`config.mk`:
```
export PLATFORM = sky130hd
export DESIGN_NAME = z16_instr_encoder
export DESIGN_NICKNAME = d
export VERILOG_FILES = /design/src/rtl/z16_instr_encoder.sv
export SDC_FILE = /design/constraint.sdc
export NUM_CORES = 1
export LEC_CHECK = 0
export CORE_UTILIZATION = 40
export CTS_BUF_LIST = sky130_fd_sc_hd__clkbuf_8
export CTS_CLUSTER_SIZE = 8
export DETAILED_ROUTE_END_ITERATION = 8
export PLACE_DENSITY = 0.62
export SETUP_SLACK_MARGIN = 0.4
export SLEW_MARGIN = 40
export SYNTH_ARGS = -nofsm -noshare
export SYNTH_HDL_FRONTEND = slang
export SYNTH_SLANG_ARGS = --single-unit
export TNS_END_PERCENT = 30
```
`constraint.sdc`:
```
create_clock -name i_clk -period 5.23 [get_ports i_clk]
set_clock_uncertainty 0.2 [all_clocks]
set_input_delay 0.523 -clock i_clk [delete_from_list [all_inputs] [get_ports i_clk]]
set_output_delay 0.523 -clock i_clk [all_outputs]
set_load 0.1 [all_outputs]
```
`src/rtl/z16_instr_encoder.sv`:
```
// Instruction encoder: packs field tuples into 16-bit words, buffers them in a small FIFO
// and writes them to instruction memory. Optional macro: Z16_IMM_RANGE_CHECK_EN.
module z16_instr_encoder #(
    parameter int FIFO_DEPTH = 4
) (
    input  logic        i_clk,
    input  logic        i_rst,
    input  logic        i_start,
    input  logic [15:0] i_base_addr,
    input  logic        i_valid,
    output logic        o_ready,
    input  logic        i_last,
    input  logic [3:0]  i_opecode,
    input  logic [3:0]  i_rd_addr,
    input  logic [3:0]  i_rs1_addr,
    input  logic [3:0]  i_rs2_addr,
    input  logic [15:0] i_imm,
    output logic        o_mem_wen,
    output logic [15:0] o_mem_addr,
    output logic [15:0] o_mem_wdata,
    input  logic        i_mem_busy,
    output logic        o_busy,
    output logic        o_done,
    output logic        o_err,
    output logic [15:0] o_count
);

    localparam int AW = (FIFO_DEPTH > 2) ? $clog2(FIFO_DEPTH) : 1;
    localparam logic [AW-1:0] PTR_ONE  = AW'(1);
    localparam logic [AW:0]   FILL_ONE = (AW+1)'(1);
    localparam logic [AW:0]   FILL_MAX = (AW+1)'(FIFO_DEPTH);

    typedef enum logic [1:0] {IDLE, RUN, DRAIN, DONE} state_t;

    state_t        state_q, state_d;
    logic [15:0]   fifo_mem [FIFO_DEPTH];
    logic [AW-1:0] wr_ptr_q, wr_ptr_d, rd_ptr_q, rd_ptr_d;
    logic [AW:0]   fill_q, fill_d;
    logic [15:0]   ptr_q, ptr_d;
    logic [15:0]   addr_q, addr_d;
    logic [15:0]   wdata_q, wdata_d;
    logic [15:0]   count_q, count_d;
    logic          wen_q, wen_d;
    logic          full, empty, accept, pop;
    logic [15:0]   packed_word;

    assign full    = (fill_q == FILL_MAX);
    assign empty   = (fill_q == '0);
    assign o_ready = !i_rst && (state_q == RUN) && !full;
    assign accept  = i_valid && o_ready;
    assign pop     = ((state_q == RUN) || (state_q == DRAIN)) && !empty && !i_mem_busy;

    always_comb begin
        case (i_opecode)
            4'hA:    packed_word = {i_imm[3:0], i_rs1_addr, i_rd_addr, 4'hA};
            4'hB:    packed_word = {i_rs2_addr, i_rs1_addr, i_imm[3:0], 4'hB};
            default: packed_word = {i_rs2_addr, i_rs1_addr, i_rd_addr, i_opecode};
        endcase
    end

    // Buffer storage carries no reset; emptiness is tracked by the pointers and fill level.
    always_ff @(posedge i_clk) begin
        if (accept) begin
            fifo_mem[wr_ptr_q] <= packed_word;
        end
    end

    always_comb begin
        state_d  = state_q;
        wr_ptr_d = wr_ptr_q;
        rd_ptr_d = rd_ptr_q;
        fill_d   = fill_q;
        ptr_d    = ptr_q;
        addr_d   = addr_q;
        wdata_d  = wdata_q;
        count_d  = count_q;
        wen_d    = pop;

        if (accept) begin
            wr_ptr_d = wr_ptr_q + PTR_ONE;
        end
        if (pop) begin
            rd_ptr_d = rd_ptr_q + PTR_ONE;
            wdata_d  = fifo_mem[rd_ptr_q];
            addr_d   = ptr_q;
            ptr_d    = ptr_q + 16'd1;
        end
        case ({accept, pop})
            2'b10:   fill_d = fill_q + FILL_ONE;
            2'b01:   fill_d = fill_q - FILL_ONE;
            default: fill_d = fill_q;
        endcase
        // The write counter advances once the strobe cycle has completed.
        if (wen_q) begin
            count_d = count_q + 16'd1;
        end

        case (state_q)
            IDLE: begin
                if (i_start) begin
                    state_d = RUN;
                    ptr_d   = i_base_addr;
                    count_d = 16'h0000;
                end
            end
            RUN: begin
                if (accept && i_last) begin
                    state_d = DRAIN;
                end
            end
            DRAIN: begin
                // Empty means nothing left to pop; a word popped last cycle is being written now.
                if (empty) begin
                    state_d = DONE;
                end
            end
            default: state_d = IDLE;
        endcase
    end

    always_ff @(posedge i_clk) begin
        if (i_rst) begin
            state_q  <= IDLE;
            wr_ptr_q <= '0;
            rd_ptr_q <= '0;
            fill_q   <= '0;
            ptr_q    <= 16'h0000;
            addr_q   <= 16'h0000;
            wdata_q  <= 16'h0000;
            count_q  <= 16'h0000;
            wen_q    <= 1'b0;
        end else begin
            state_q  <= state_d;
            wr_ptr_q <= wr_ptr_d;
            rd_ptr_q <= rd_ptr_d;
            fill_q   <= fill_d;
            ptr_q    <= ptr_d;
            addr_q   <= addr_d;
            wdata_q  <= wdata_d;
            count_q  <= count_d;
            wen_q    <= wen_d;
        end
    end

`ifdef Z16_IMM_RANGE_CHECK_EN
    logic err_q, err_d;
    logic imm_bad;

    assign imm_bad = ((i_opecode == 4'hA) || (i_opecode == 4'hB)) &&
                     (i_imm[15:4] != {12{i_imm[3]}});

    always_comb begin
        err_d = err_q;
        if ((state_q == IDLE) && i_start) begin
            err_d = 1'b0;
        end else if (accept && imm_bad) begin
            err_d = 1'b1;
        end
    end

    always_ff @(posedge i_clk) begin
        if (i_rst) begin
            err_q <= 1'b0;
        end else begin
            err_q <= err_d;
        end
    end

    assign o_err = !i_rst && err_q;
`else
    logic unused_imm_hi;
    assign unused_imm_hi = ^i_imm[15:4];
    assign o_err = 1'b0;
`endif

    // Outputs read as their reset values while reset is asserted, not only after it.
    assign o_mem_wen   = !i_rst && wen_q;
    assign o_mem_addr  = i_rst ? 16'h0000 : addr_q;
    assign o_mem_wdata = i_rst ? 16'h0000 : wdata_q;
    assign o_busy      = !i_rst && (state_q != IDLE);
    assign o_done      = !i_rst && (state_q == DONE);
    assign o_count     = i_rst ? 16'h0000 : count_q;

endmodule

```
==> impl_results.md <==
* Status: finished with violations
* Violated checks: design-rule violations
* Core area at 14700 um^2
* R2R cell count at 11
* Post-Synthesis Cells at 559
* Yosys reg bits at 138
* CP Launch Type: flip-flop
* Crit path max-delay family: adder cells
* Synth Warn # at 0
* Largest area contributor in the netlist: edfxtp_1
* Worst-Skew Late Latency at 0.44 ns
* Detail-routed via count per cell at 5.15
* WP depth at 11
* First-pass GRT wire length at 21300 um
* Die height at 126 um
* Final slew viol count at 0
* Cts hold-fix bufs at 0
* Die Area at 15800 um^2
* 1st-iter DRT viols at 273
* Critical R2R Capture: fill_q[2]
* Normalized max-slew margin at 55.4%
* Fmax achieved at 298 MHz
* Root Buffer: clkbuf_8
* TritonCTS Buffers at 17
* Initial antenna violation count at 0
* H-tree depth at 4
* WL final at 13000 um
* Final HPWL DP at 8640 um
* LEAKAGE at 2.57 nW
* Crit path required time at 5.39 ns
* Vias in the first global route at 4263
* Commonest non-fill, non-tap cell in the layout: nand2_1
* R2R Setup Slk at 1.87 ns
* Fin area at 7320 um^2
* Worst vdd ir at 0.000248 V
* Diode count at 0
* Gr ovfl total at 0
* Post-CTS Resized at 0
* Worst-path clk slew at 0.08 ns
* Longest Clk Path Bufs at 2
* Number of buffers and inverters on the critical path at 3
* Post-Place Cell Area at 6880 um^2
* Initial Utilization at 41.6%
* PortBufs at 93
* Share of layout cells above drive strength 1 at 19.8%
* RSZ-0062 raised after global routing: false
* Final Hold Fails at 0
* I/O pin cnt at 107
* DR DRC count at 9
* Crit Path Category: reg -> reg
* GRT Total Usage at 17.2%
* Nets at 708
* Post-CTS setup buffers at 0
* Sink Count at 138
* Die W at 126 um
* Worst r2r src: state_q[0]
* Largest net degree at the start of global routing at 66
* Crit path to: fill_q[2]
* Worst Tran Pin Value at 0.668 ns
* CP endpoint kind: flip-flop
* Worst EP arrival at 3.52 ns
* Crit path max fanout at 35
* CP max stage cell: inv_2
* Via count at 4320
* Crit share post-route at 64.2%
* Mapped Area at 6110 um^2
* Top_reg_cell synth: dfxtp_1
* Top cells by area, synth: edfxtp_1, dfxtp_1, mux4_2
* Setup TNS at 0 ns
* Drt first pass iters at 7
* Post-synth EDFFs at 64
* Leading cell types in the layout, fill and taps excluded: nand2_1, dfxtp_1, edfxtp_1
* Tmin final at 3.36 ns
* DR WL/cell at 15.5 um
* Layout area overhead at 19.8%
* CP startpoint: state_q[0]
* Async SR Flop Fraction at 0%
* Std-Cell Rows at 44
* Post-synthesis cell type count at 52
* Hold Crit Class: reg -> reg
* Setup violators final at 0
* Worst-path cell chain: inv_1 > ha_1 > nor2b_1 > nand2_1 > inv_2 > ha_1 > inv_1 > fa_1 > xor2_1 > or3_1 > a21oi_1
* Total of max-cap violations at 0
* RePlAce Congestion at 0.755
* CTS tree: yes
* Synthesized Nets at 625
* Syn Area/Cell at 10.9 um^2
* Post-synthesis sequential area ratio at 55.7%
* Final antenna-violating net count at 0
* CP peak stage delay at 0.52 ns
* Post-synth top area share at 31.4%
* Power Density at 355 nW/um^2
[layer usage]
layer  share of wire, %  global-route usage (%)  up-vias  wire length [um]
met5                  0                       0        -                 0
met4               0.64                    3.73        0                84
met3                5.5                    4.80        9               717
met2                 49                    29.5      103              6350
met1                 45                    21.6     2066              5880
li1                   -                       -     2142                 -
[state kept, by name, summed over array words and instances (netlist names)]
signal	count
addr_q	16
wr_ptr_q	2
ptr_q	16
count_q	16
fill_q	3
wen_q	1
fifo_mem	64
wdata_q	16
rd_ptr_q	2
state_q	2
[worst min path at each step]
stage	start	to	slack, ns	cells past startpoint
after floorplan	addr_q[0]	addr_q[0]	0.23	2
after global placement	wdata_q[0]	wdata_q[0]	0.24	2
after detailed placement	wdata_q[0]	wdata_q[0]	0.24	2
after CTS	wdata_q[0]	wdata_q[0]	0.25	2
after global routing	addr_q[8]	addr_q[8]	0.27	2
final	wdata_q[15]	wdata_q[15]	0.25	2
[tightest hold or removal path: cells and delay by family, from the launching register on]
kind / cells / cell delay (ns)
flops: 1 / 0.31
simple gates: 1 / 0.05
compound gates: 1 / 0.05
[metrics by stage]
stage / power [mW] / setup slack [ns] / util [%] / cells / hold slack [ns]
after floorplan: 1.57 / 2.17 / - / 559 / 0.232
after global placement: 1.68 / 1.80 / 48.5 / 807 / 0.239
after detailed placement: 1.69 / 1.73 / 46.8 / 807 / 0.243
after CTS: 2.63 / 1.84 / 49.8 / 839 / 0.254
after global routing: 2.71 / 1.62 / 49.8 / 839 / 0.274
final: 2.60 / 1.87 / 49.8 / 839 / 0.252
[area by class of cell]
type,instances,area (um^2)
sequential,138,3400
inverter,16,60.1
tap,184,230
fill,1361,7380
clock inverter,12,163
multi-input combinational,372,2490
timing repair buffer,97,698
clock buffer,20,275
[power by group]
part           internal (mW)  switching, mW
logic                  0.147          0.251
clock network          0.515          0.422
registers               1.19         0.0670
total                   1.86          0.740
[logic make-up after synthesis]
group	synth area share, %
flops	55.7
mux	7.53
compound gates	8.23
xor+xnor	3.01
other cells	0.0614
buf+inv	3.77
simple gates	19.1
fa+ha+maj	2.58
[synth_stat cells, types with 3 or more instances]
master,number
a21oi_1,41
xor2_1,8
inv_1,15
nor2b_1,48
mux4_2,16
dfxtp_1,74
dlygate4sd1_1,3
o31ai_1,6
a311oi_1,10
and2_1,5
mux2_2,8
or3_1,6
nand3_1,6
nand2_1,81
nor3_1,8
ha_1,11
o21ai_0,7
clkbuf_1,23
nor2_1,45
or4_1,8
a211oi_1,7
nand2b_1,3
nand4_1,7
xnor2_1,13
edfxtp_1,64
(Power assumes the default switching activity.)
